**src/rtl/checker_ctrl_if.sv**
```systemverilog
// Request/result handshakes and the shared checker-bank bus for checker_ctrl.
// slave = the controller itself; master = host plus checker bank.
interface checker_ctrl_if #(
   parameter int NCHK = 4
);
   logic                 req_valid;
   logic                 req_ready;
   logic [1:0]           req_mode;
   logic [63:0]          req_addr;

   logic [1:0]           cmode;
   logic                 cstart;
   logic [63:0]          caddr;
   logic [NCHK-1:0]      cend_vec;
   logic [8*NCHK-1:0]    cctrl_vec;

   logic                 res_valid;
   logic                 res_ready;
   logic [7:0]           res_ctrl;
   logic [1:0]           res_mode;
   logic                 res_err;
   logic                 busy;

   modport master (
      output req_valid, req_mode, req_addr, cend_vec, cctrl_vec, res_ready,
      input  req_ready, cmode, cstart, caddr, res_valid, res_ctrl, res_mode, res_err, busy
   );

   modport slave (
      input  req_valid, req_mode, req_addr, cend_vec, cctrl_vec, res_ready,
      output req_ready, cmode, cstart, caddr, res_valid, res_ctrl, res_mode, res_err, busy
   );
endinterface

```
**src/rtl/checker_ctrl.sv**
```systemverilog
// Serialising dispatcher: one check request -> cstart pulse on the bank bus -> cend -> result.
// Optional macro CHECKER_CTRL_TIMEOUT_EN aborts a WAIT that sees no cend within TIMEOUT cycles.
module checker_ctrl #(
   parameter int NCHK    = 4,
   parameter int TIMEOUT = 1024
) (
   input  logic          sys_clk,
   input  logic          sys_rst,
   checker_ctrl_if.slave bus
);
   typedef enum logic [1:0] {
      S_IDLE  = 2'd0,
      S_START = 2'd1,
      S_WAIT  = 2'd2,
      S_DONE  = 2'd3
   } state_t;

   localparam logic [2:0] NCHK_W = 3'(NCHK);

   generate
      if (NCHK < 1 || NCHK > 4 || TIMEOUT < 1 || TIMEOUT > 65535) begin : g_bad_param
         $error("checker_ctrl: NCHK must be 1..4 and TIMEOUT 1..65535");
      end
   endgenerate

   state_t      state_q;
   logic        req_ready_q;
   logic        cstart_q;
   logic        res_valid_q;
   logic        res_err_q;
   logic        busy_q;
   logic [1:0]  cmode_q;
   logic [63:0] caddr_q;
   logic [7:0]  res_ctrl_q;

   logic        sel_end;
   logic [7:0]  sel_ctrl;

`ifdef CHECKER_CTRL_TIMEOUT_EN
   logic [15:0] wait_cnt_q;
   logic        wait_expired;

   assign wait_expired = (wait_cnt_q == 16'(TIMEOUT - 1));
`endif

   // Only the selected checker's cend/cctrl are ever looked at.
   always_comb begin
      sel_end  = 1'b0;
      sel_ctrl = 8'h00;
      for (int i = 0; i < NCHK; i++) begin
         if (cmode_q == 2'(i)) begin
            sel_end  = bus.cend_vec[i];
            sel_ctrl = bus.cctrl_vec[8*i +: 8];
         end
      end
   end

   always_ff @(posedge sys_clk or negedge sys_rst) begin
      if (!sys_rst) begin
         state_q     <= S_IDLE;
         req_ready_q <= 1'b1;
         cstart_q    <= 1'b0;
         res_valid_q <= 1'b0;
         res_err_q   <= 1'b0;
         busy_q      <= 1'b0;
         cmode_q     <= 2'd0;
         caddr_q     <= 64'd0;
         res_ctrl_q  <= 8'h00;
`ifdef CHECKER_CTRL_TIMEOUT_EN
         wait_cnt_q  <= 16'd0;
`endif
      end else begin
         case (state_q)
            S_IDLE: begin
               if (bus.req_valid && req_ready_q) begin
                  cmode_q     <= bus.req_mode;
                  caddr_q     <= bus.req_addr;
                  req_ready_q <= 1'b0;
                  busy_q      <= 1'b1;
                  if ({1'b0, bus.req_mode} >= NCHK_W) begin
                     state_q     <= S_DONE;
                     res_valid_q <= 1'b1;
                     res_err_q   <= 1'b1;
                     res_ctrl_q  <= 8'h00;
                  end else begin
                     state_q  <= S_START;
                     cstart_q <= 1'b1;
                  end
               end
            end

            // cend seen during the strobe cycle is deliberately not sampled here.
            S_START: begin
               cstart_q <= 1'b0;
               state_q  <= S_WAIT;
`ifdef CHECKER_CTRL_TIMEOUT_EN
               wait_cnt_q <= 16'd0;
`endif
            end

            S_WAIT: begin
               if (sel_end) begin
                  state_q     <= S_DONE;
                  res_valid_q <= 1'b1;
                  res_err_q   <= 1'b0;
                  res_ctrl_q  <= sel_ctrl;
`ifdef CHECKER_CTRL_TIMEOUT_EN
               end else if (wait_expired) begin
                  state_q     <= S_DONE;
                  res_valid_q <= 1'b1;
                  res_err_q   <= 1'b1;
                  res_ctrl_q  <= 8'h00;
               end else begin
                  wait_cnt_q <= wait_cnt_q + 16'd1;
`endif
               end
            end

            S_DONE: begin
               if (bus.res_ready) begin
                  state_q     <= S_IDLE;
                  res_valid_q <= 1'b0;
                  req_ready_q <= 1'b1;
                  busy_q      <= 1'b0;
               end
            end

            default: begin
               state_q <= S_IDLE;
            end
         endcase
      end
   end

   assign bus.req_ready = req_ready_q;
   assign bus.cmode     = cmode_q;
   assign bus.cstart    = cstart_q;
   assign bus.caddr     = caddr_q;
   assign bus.res_valid = res_valid_q;
   assign bus.res_ctrl  = res_ctrl_q;
   assign bus.res_mode  = cmode_q;
   assign bus.res_err   = res_err_q;
   assign bus.busy      = busy_q;

endmodule
```
**src/flat_wrapper.sv**
```systemverilog
// flat-port wrapper written by rule: the top's interface ports become plain ports
module checker_ctrl_flat 
#(
   parameter int NCHK    = 4,
   parameter int TIMEOUT = 1024
)
  (sys_clk, sys_rst, bus_req_valid, bus_req_mode, bus_req_addr, bus_cend_vec, bus_cctrl_vec, bus_res_ready, bus_req_ready, bus_cmode, bus_cstart, bus_caddr, bus_res_valid, bus_res_ctrl, bus_res_mode, bus_res_err, bus_busy);
  checker_ctrl_if #(.NCHK(NCHK)) bus_i ();
  input  logic sys_clk;
  input  logic sys_rst;
  input wire logic [$bits(bus_i.req_valid)-1:0] bus_req_valid;
  input wire logic [$bits(bus_i.req_mode)-1:0] bus_req_mode;
  input wire logic [$bits(bus_i.req_addr)-1:0] bus_req_addr;
  input wire logic [$bits(bus_i.cend_vec)-1:0] bus_cend_vec;
  input wire logic [$bits(bus_i.cctrl_vec)-1:0] bus_cctrl_vec;
  input wire logic [$bits(bus_i.res_ready)-1:0] bus_res_ready;
  output wire logic [$bits(bus_i.req_ready)-1:0] bus_req_ready;
  output wire logic [$bits(bus_i.cmode)-1:0] bus_cmode;
  output wire logic [$bits(bus_i.cstart)-1:0] bus_cstart;
  output wire logic [$bits(bus_i.caddr)-1:0] bus_caddr;
  output wire logic [$bits(bus_i.res_valid)-1:0] bus_res_valid;
  output wire logic [$bits(bus_i.res_ctrl)-1:0] bus_res_ctrl;
  output wire logic [$bits(bus_i.res_mode)-1:0] bus_res_mode;
  output wire logic [$bits(bus_i.res_err)-1:0] bus_res_err;
  output wire logic [$bits(bus_i.busy)-1:0] bus_busy;
  assign bus_i.req_valid = bus_req_valid;
  assign bus_i.req_mode = bus_req_mode;
  assign bus_i.req_addr = bus_req_addr;
  assign bus_i.cend_vec = bus_cend_vec;
  assign bus_i.cctrl_vec = bus_cctrl_vec;
  assign bus_i.res_ready = bus_res_ready;
  assign bus_req_ready = bus_i.req_ready;
  assign bus_cmode = bus_i.cmode;
  assign bus_cstart = bus_i.cstart;
  assign bus_caddr = bus_i.caddr;
  assign bus_res_valid = bus_i.res_valid;
  assign bus_res_ctrl = bus_i.res_ctrl;
  assign bus_res_mode = bus_i.res_mode;
  assign bus_res_err = bus_i.res_err;
  assign bus_busy = bus_i.busy;
  checker_ctrl #(.NCHK(NCHK), .TIMEOUT(TIMEOUT)) u_core (.sys_clk(sys_clk), .sys_rst(sys_rst), .bus(bus_i));
endmodule
```
**config.mk**
```make
export PLATFORM = sky130hd
export DESIGN_NAME = checker_ctrl_flat
export DESIGN_NICKNAME = d
export VERILOG_FILES = /design/src/rtl/checker_ctrl_if.sv /design/src/rtl/checker_ctrl.sv /design/src/flat_wrapper.sv
export SDC_FILE = /design/constraint.sdc
export NUM_CORES = 1
export LEC_CHECK = 0
export CAP_MARGIN = 40
export CORE_MARGIN = 2
export CORE_UTILIZATION = 39
export DETAILED_ROUTE_END_ITERATION = 16
export PLACE_DENSITY = 0.8
export SYNTH_ARGS = -nofsm -noshare
export SYNTH_HDL_FRONTEND = slang
export SYNTH_SLANG_ARGS = --single-unit
```
**constraint.sdc**
```tcl
create_clock -name sys_clk -period 1.9 [get_ports sys_clk]
set_input_delay 0.19 -clock sys_clk [delete_from_list [all_inputs] [get_ports sys_clk]]
set_output_delay 0.19 -clock sys_clk [all_outputs]
set_load 0.01 [all_outputs]
```
; Yosys cells after proc, flatten, opt, wreduce, memory -nomap -nowiden
; Index checks and enable logic that the tools add are counted.
[classes]
n_eq_ne = 9
mux = 21
reduce_logical = 12
[ops]
columns = operator, n
row1 = 8-bit two-way mux, 4
row2 = 1-bit two-way mux, 9
row3 = 3-bit AND reduction, 3
row4 = 2-bit equality test (second input constant), 4
row5 = 1-bit case mux with 2 select lines, 4
row6 = 2-bit case mux with 4 select lines, 1
row7 = 2-bit two-way mux, 3
row8 = 2-bit AND reduction, 3
row9 = 2-bit nonzero test, 3
row10 = 2-bit by 1-bit equality test with 1-bit output (second input constant), 2
row11 = 2-bit zero test, 2
row12 = 2-bit by 1-bit inequality test with 1-bit output (second input constant), 2
row13 = 2-bit inequality test (second input constant), 1
row14 = 1-bit logical AND, 1
[word_totals]
ff_bits = 80
input_bits = 106
output_inout_bits = 81
wordCells = 50

; Logic depth before layout (Yosys ltp)
; Gate-level depths: netlist (run 1).
[logic_depth]
word_depth = 7
depth_mapped = 7
depth_no_buf = 5

; Worst setup path before layout (run 1)
; OpenSTA, ideal clock, no wires.
[synth_path]
path_kind = register -> register
start = register u_core.state_q[0]
end = register u_core.caddr_q[10], in the netlist u_core.bus.caddr[10]
arrival_ps = 1561
stages_incl_launch_ff = 7
slack_ps = 215
setup_time_ps = 125
synth_period_minus_slack_ps = 1685
required_ps = 1775
path_cell_list = dfrtp_1 -> inv_1 -> ha_1 -> nand3_1 -> buf_2 -> buf_2 -> mux2_2
[synth_via]
elab_chain_cells = 2
[synth_rtl]
columns = element, line_no
row1 = "start, declared", checker_ctrl.sv:26  ; state_t state_q;
row2 = "start signal, assigned", checker_ctrl.sv:60  ; state_q <= S_IDLE;
row3 = "start signal, assigned", checker_ctrl.sv:81  ; state_q <= S_DONE;
row4 = "start signal, assigned", checker_ctrl.sv:86  ; state_q <= S_START;
row5 = 2-bit zero test, checker_ctrl.sv:73  ; case (state_q)
row6 = 2-bit AND reduction (no line), n/a
row7 = "end signal, assigned", checker_ctrl.sv:77  ; caddr_q <= bus.req_addr;
row8 = "end, declared", checker_ctrl.sv:33  ; logic [63:0] caddr_q;
; No other way between the ends.
; A chain may end at the register's enable or synchronous reset.

; Final worst setup path (run 1)
[layout_path]
start = register u_core.state_q[0]
end = register u_core.res_ctrl_q[0], in the netlist u_core.bus.res_ctrl[0]
[layout_via]
elab_chain_cells = 2
[layout_rtl]
columns = element, line_no
row1 = 2-bit equality test, checker_ctrl.sv:73
row2 = 2-bit AND reduction (no line), n/a
row3 = "end signal, assigned", checker_ctrl.sv:106  ; res_ctrl_q <= sel_ctrl;
row4 = "end, declared", checker_ctrl.sv:34  ; logic [7:0] res_ctrl_q;
; No other way between the ends.

==> impl_metrics.ini, run 1 <==
[outcome]
outcome = finished, final reports clean

[place]
dpl_cell_area_um2 = 5470
dpl.hpwl_um = 6470
port_buffers = 185
dp.cells = 505
place_congestion = 0.726
pre_cts_ws_ns = 0.171

[power]
p_switching_mw = 0.729
power.internal_mw = 2.43
combPwrFrac_pct = 10.0
p_clk_share_pct = 35.5
total_power_mw = 3.15
worst_ir_drop_vdd_v = 0.000306
p_leak_nw = 2.56
seq_power_share_pct = 54.5
power.density_nw_per_um2 = 558
netSwitchingFraction_pct = 23.1

[clock_network]
numCtsBuffers = 9
insertion_delay_ns = 0.34
cts_sinks = 80
cts.clk_slew.worst_paths_ns = 0.08
clockBufferDepth = 2
cts_tree = built
htreeDepth = 3
cts_root_buffer = clkbuf_8
post-cts-setup-buffer-count = 0

[worst_setup_path]
r2r_cells = 5
worstReg2RegEnd = u_core.bus.res_ctrl[0]
r2r_start = u_core.state_q[0]
crit_required_ns = 2.12
cp-end-kind = flip-flop
worstSetupStartpoint = u_core.state_q[0]
startpoint_type = flip-flop
cp_max_fo = 9
r2r_slack_ns = 0.15
worstPathArrival_ns = 1.97
critPathCapture = u_core.bus.res_ctrl[0]
critical_path_class = flip-flop to flip-flop

[final_layout]
mostFrequentLayoutCells = clkdlybuf4s50_1 (184), dfrtp_1 (79), mux2_2 (74), clkbuf_8 (9), mux4_1 (8)
drive_gt1_share_pct = 24.9
area_growth_pct = 63.5
fin_area_um2 = 5650
instances_no_fill = 522
finish.utilization_pct = 65.1
antenna_cells = 0
layout_commonest_cell = clkdlybuf4s50_1
nFillCells = 665
final_nets = 520

[route]
ant_nets = 0
drtIter0Drc = 83
post_drt_wl_per_cell_um = 16.3
vias = 2565
drt-vias-per-instance = 4.91
drc_errors = 0
drt_pass1_iterations = 5
wirelength_um = 8530

[grt]
grt-ovfl-total = 0
grt_pass1_wl_um = 13600
grtUsageTotal_pct = 17.8
grt_max_degree = 45
grt_pass1_vias = 2824
antenna_found_initial = 0

[sta]
period_minus_slack_ns = 1.75
tns_ns = 0
setup_violations = 0
fin_crit_sh_pct = 92.0
hold_viol = 0
slew-limit-headroom_pct = 60.4
finalMaxSlewViolations = 0
fmax_mhz = 572
timing.final.ws_setup_ns = 0.152
hold_slack_ns = 0.401
rsz0062_at_grt = no
worst_pin_slew_ns = 0.595
fin_worst_skew_ns = 0.0102

[synth]
synth-seq-cells = 80
yosysSeqAreaShare_pct = 57.9
synth_cell_types = 32
yosys_warnings = 0
synth_cells = 219
synth_area_leaders = dfrtp_1 (57%), mux2_2 (24%), mux4_1 (6.1%), ha_1 (1.8%), buf_2 (1.0%)
synth.avg_cell_area_um2 = 15.8
synth.top_cell.area_share_pct = 57.2
yosys.area.top_type = dfrtp_1
synth_fp_nets = 330
syn_area_um2 = 3460

[die]
die_h_um = 98.2
fp.dieArea_um2 = 9640
start_util_pct = 39.9
io_pins = 187
chipWidth_um = 98.2
design.core.area_um2 = 8680
rows = 34

[hold_path]
hold_path_class = primary input to async pin

[flow_run]
maxCapViolCount = 0
-- power by group through the flow --
| stage | registers, mW | clock network, mW | logic [mW] |
|---|---|---|---|
| 6_report | 1.72 | 1.12 | 0.317 |
| 3_3_place_gp | 1.75 | 0 | 0.311 |
| 5_1_grt | 1.72 | 1.25 | 0.342 |
| 2_1_floorplan | 1.76 | 0 | 0.0309 |
| 4_1_cts | 1.72 | 1.16 | 0.323 |
| 3_5_place_dp | 1.75 | 0 | 0.318 |
-- layout make-up --
class	instances	area, um^2	area share [%]
clock buffer	10	128	2.26
clock inverter	6	45.0	0.797
inverter	5	18.8	0.332
multi-input combinational	122	1380	24.3
sequential	80	2000	35.4
tap	108	135	2.39
timing repair buffer	191	1950	34.4
-- critical path: stages (launching register included) --
cell,delay (ns)
dfrtp_1,0.42
inv_1,0.13
ha_1,0.26
nand2_1,0.12
o22ai_4,0.31
mux2_2,0.39
-- cells in the mapped netlist, drive strengths merged --
library cell,number
dfrtp,79
mux2,74
buf,11
mux4,8
ha,5
inv,5
nand2,4
a21oi,3
mux2i,3
o21ai,3
a21boi,2
a22o,2
nand2b,2
nand3,2
nor2b,2
a211oi,1
a21bo,1
a221o,1
a32oi,1
and2,1
and3,1
clkbuf,1
conb,1
dfstp,1
nor2,1
nor4,1
o211ai,1
o22ai,1
o2bb2ai,1
-- kinds of logic (layout without fill, tap and decap cells) --
kind of cell,count (synthesis),in the layout,share of synthesized area [%]
adders and majority gates,5,5,1.81
AOI/OAI and AO/OA,17,17,4.02
DFF,80,80,57.9
buffers and inverters,17,212,2.64
muxes,85,85,31.4
other,1,1,0.108
and+or+nand+nor,14,14,2.10
-- what timing repair did --
item | CTS | global route
resized for setup | 0 | 0
endpoints found under the hold margin | 42 | 0
hold buffers | 1 | 0
-- worst min path at each step --
| stage | start | endpoint | slack (ns) | cells after the start |
|---|---|---|---|---|
| after floorplan | sys_rst | u_core.bus.busy | -0.11 | 0 |
| after global placement | sys_rst | u_core.bus.res_ctrl[4] | 0.23 | 1 |
| after detailed placement | sys_rst | u_core.bus.res_ctrl[4] | 0.23 | 1 |
| after CTS | sys_rst | u_core.bus.caddr[51] | 0.41 | 2 |
| after global routing | sys_rst | u_core.bus.caddr[52] | 0.43 | 2 |
| final | sys_rst | u_core.bus.res_ctrl[3] | 0.40 | 2 |
-- routing by layer --
layer,track usage (%),vias up,wire length (um)
met5,0,-,0
met4,7.17,0,167
met3,5.87,16,660
met2,31.6,115,4460
met1,19.8,1261,3240
li1,-,1173,-
-- flip-flops by register name (all words and copies together) (netlist names) --
name                  cells
u_core.state_q            2
u_core.bus.req_ready      1
u_core.bus.res_valid      1
u_core.bus.res_ctrl       8
u_core.bus.busy           1
u_core.bus.cstart         1
u_core.bus.cmode          2
u_core.bus.caddr         64
Power figures use the tool's default switching activity.
==> inputs of run 2 (changes only) <==
--- a/config.mk
+++ b/config.mk
@@ -9,6 +9,7 @@
 export CORE_MARGIN = 2
 export CORE_UTILIZATION = 39
 export DETAILED_ROUTE_END_ITERATION = 16
+export HOLD_SLACK_MARGIN = 0.12
 export PLACE_DENSITY = 0.8
 export SYNTH_ARGS = -nofsm -noshare
 export SYNTH_HDL_FRONTEND = slang
==> results of run 2 <==
Final layout, timing and power as in run 1 (identical DEF).
==> inputs of run 3 (changes only) <==
==> constraint.sdc (replaced) <==
create_clock -name sys_clk -period 1.9 [get_ports sys_clk]
set_input_delay 0.19 -clock sys_clk [delete_from_list [all_inputs] [get_ports sys_clk]]
set_output_delay 0.19 -clock sys_clk [all_outputs]
set_load 0.02 [all_outputs]
==> impl_metrics.ini, run 3 (synthesized netlist as in run 1, its figures left out) <==
[final_layout]
largest_reg_flops = 64
drive_gt1_share_pct = 25.2
area_growth_pct = 63.7
mostFrequentLayoutCells = clkdlybuf4s50_1 (184), dfrtp_1 (78), mux2_2 (74), clkbuf_8 (10), mux4_1 (8)
fin_area_um2 = 5660
nFillCells = 673
layout_commonest_cell = clkdlybuf4s50_1
final_nets = 519
antenna_cells = 0

[sta]
setup_violations = 0
period_minus_slack_ns = 1.78
tns_ns = 0
finalMaxSlewViolations = 0
slew-limit-headroom_pct = 64.4
hold_viol = 0
worst_pin_slew_ns = 0.519
rsz0062_at_grt = no
fmax_mhz = 562
fin_worst_skew_ns = 0.0113
fin_crit_sh_pct = 93.6

[clock_network]
numCtsBuffers = 9
cts_root_buffer = clkbuf_8
cts.clk_slew.worst_paths_ns = 0.08
insertion_delay_ns = 0.34
cts_sinks = 80
cts_tree = built
htreeDepth = 3
clockBufferDepth = 2

[route]
vias = 2534
drt-vias-per-instance = 4.86
ant_nets = 0
post_drt_wl_per_cell_um = 15.5
drtIter0Drc = 50
drt_pass1_iterations = 4
drc_errors = 0
wirelength_um = 8060

[grt]
grt_pass1_vias = 2712
grt-ovfl-total = 0
grtUsageTotal_pct = 16.8
grt_max_degree = 42
grt_pass1_wl_um = 13000
antenna_found_initial = 0

[die]
rows = 34
fp.dieArea_um2 = 9640
io_pins = 187
chipWidth_um = 98.2
die_h_um = 98.2
design.core.area_um2 = 8680
start_util_pct = 39.9

[outcome]
outcome = finished, final reports clean

[hold_path]
hold_path_class = primary input to async pin

[power]
total_power_mw = 3.21
p_leak_nw = 2.55
worst_ir_drop_vdd_v = 0.000315
power.density_nw_per_um2 = 567

[worst_setup_path]
worstPathArrival_ns = 1.59
startpoint_type = flip-flop
cp-end-kind = output port
cp_max_fo = 7
cpPeakStageDelay_ns = 0.64
slowest_stage = clkdlybuf4s50_1
crit_family = buffers and inverters
cp_cell_sequence = clkdlybuf4s50_1
critical_path_class = flip-flop to output port
cp_num_buf_inv = 1
crit_required_ns = 1.71

[place]
dpl.hpwl_um = 6090
dpl_cell_area_um2 = 5460
port_buffers = 185
place_congestion = 0.763

[flow_run]
maxCapViolCount = 0
==> run 3: cell types whose count changed in the layout (fill, tap and decap cells not counted), sizes merged <==
| cell | before | now |
|---|---|---|
| clkinvlp | 0 | 3 |
| inv | 6 | 7 |
| buf | 6 | 5 |
| clkinv | 5 | 1 |
==> run 3: through the flow <==
stage               util (%)  setup WS, ns  hold WS, ns  std cells
CTS                     65.3        0.0981        0.371        521
detailed placement      62.9         0.152        0.204        504
global placement        62.9         0.222        0.200        504
global route            65.3        0.0469        0.399        521
floorplan                  -         0.214       -0.106        219
finish                  65.3         0.122        0.350        521
==> run 3: worst paths after layout <==
| check | startpoint | end | slack (ns) | cells after the start |
|---|---|---|---|---|
| setup reg to reg | u_core.state_q[0] | u_core.bus.res_ctrl[2] | 0.15 | 5 |
| setup / recovery | u_core.bus.req_ready | bus_req_ready | 0.12 | 1 |
| max in group asynchronous | sys_rst | u_core.bus.req_ready | 0.88 | 3 |
| min in group sys_clk | bus_req_addr[31] | u_core.bus.caddr[31] | 0.45 | 2 |
| hold reg to reg | u_core.bus.caddr[31] | u_core.bus.caddr[31] | 0.51 | 1 |
| hold / removal | sys_rst | u_core.bus.res_ctrl[4] | 0.35 | 2 |
==> run 3: cell type report <==
type                            count  area [um^2]  share of cell area [%]
Multi-Input combinational cell    122         1380                    24.3
Timing Repair Buffer              190         1940                    34.2
Clock inverter                      6         51.3                   0.906
Clock buffer                       10          138                    2.43
Tap cell                          108          135                    2.39
Sequential cell                    80         2000                    35.4
Inverter                            5         18.8                   0.331
==> run 3: power breakdown <==
part	internal [mW]	switching (mW)
registers	1.71	0.00599
clock network	0.526	0.645
logic	0.231	0.0920
total	2.47	0.743
==> run 3: layer usage <==
metal | track usage [%] | vias up | part of all wire, %
met2 | 29.0 | 107 | 49
li1 | - | 1174 | -
met4 | 5.58 | 0 | 2.1
met3 | 5.37 | 16 | 8.2
met5 | 0 | - | 0
met1 | 20.0 | 1237 | 40
==> run 3: repair_timing <==
item	CTS	global route
setup endpoints to repair	2	0
setup buffers	0	0
resized for setup	1	0
endpoints found under the hold margin	39	0
hold buffers	1	0
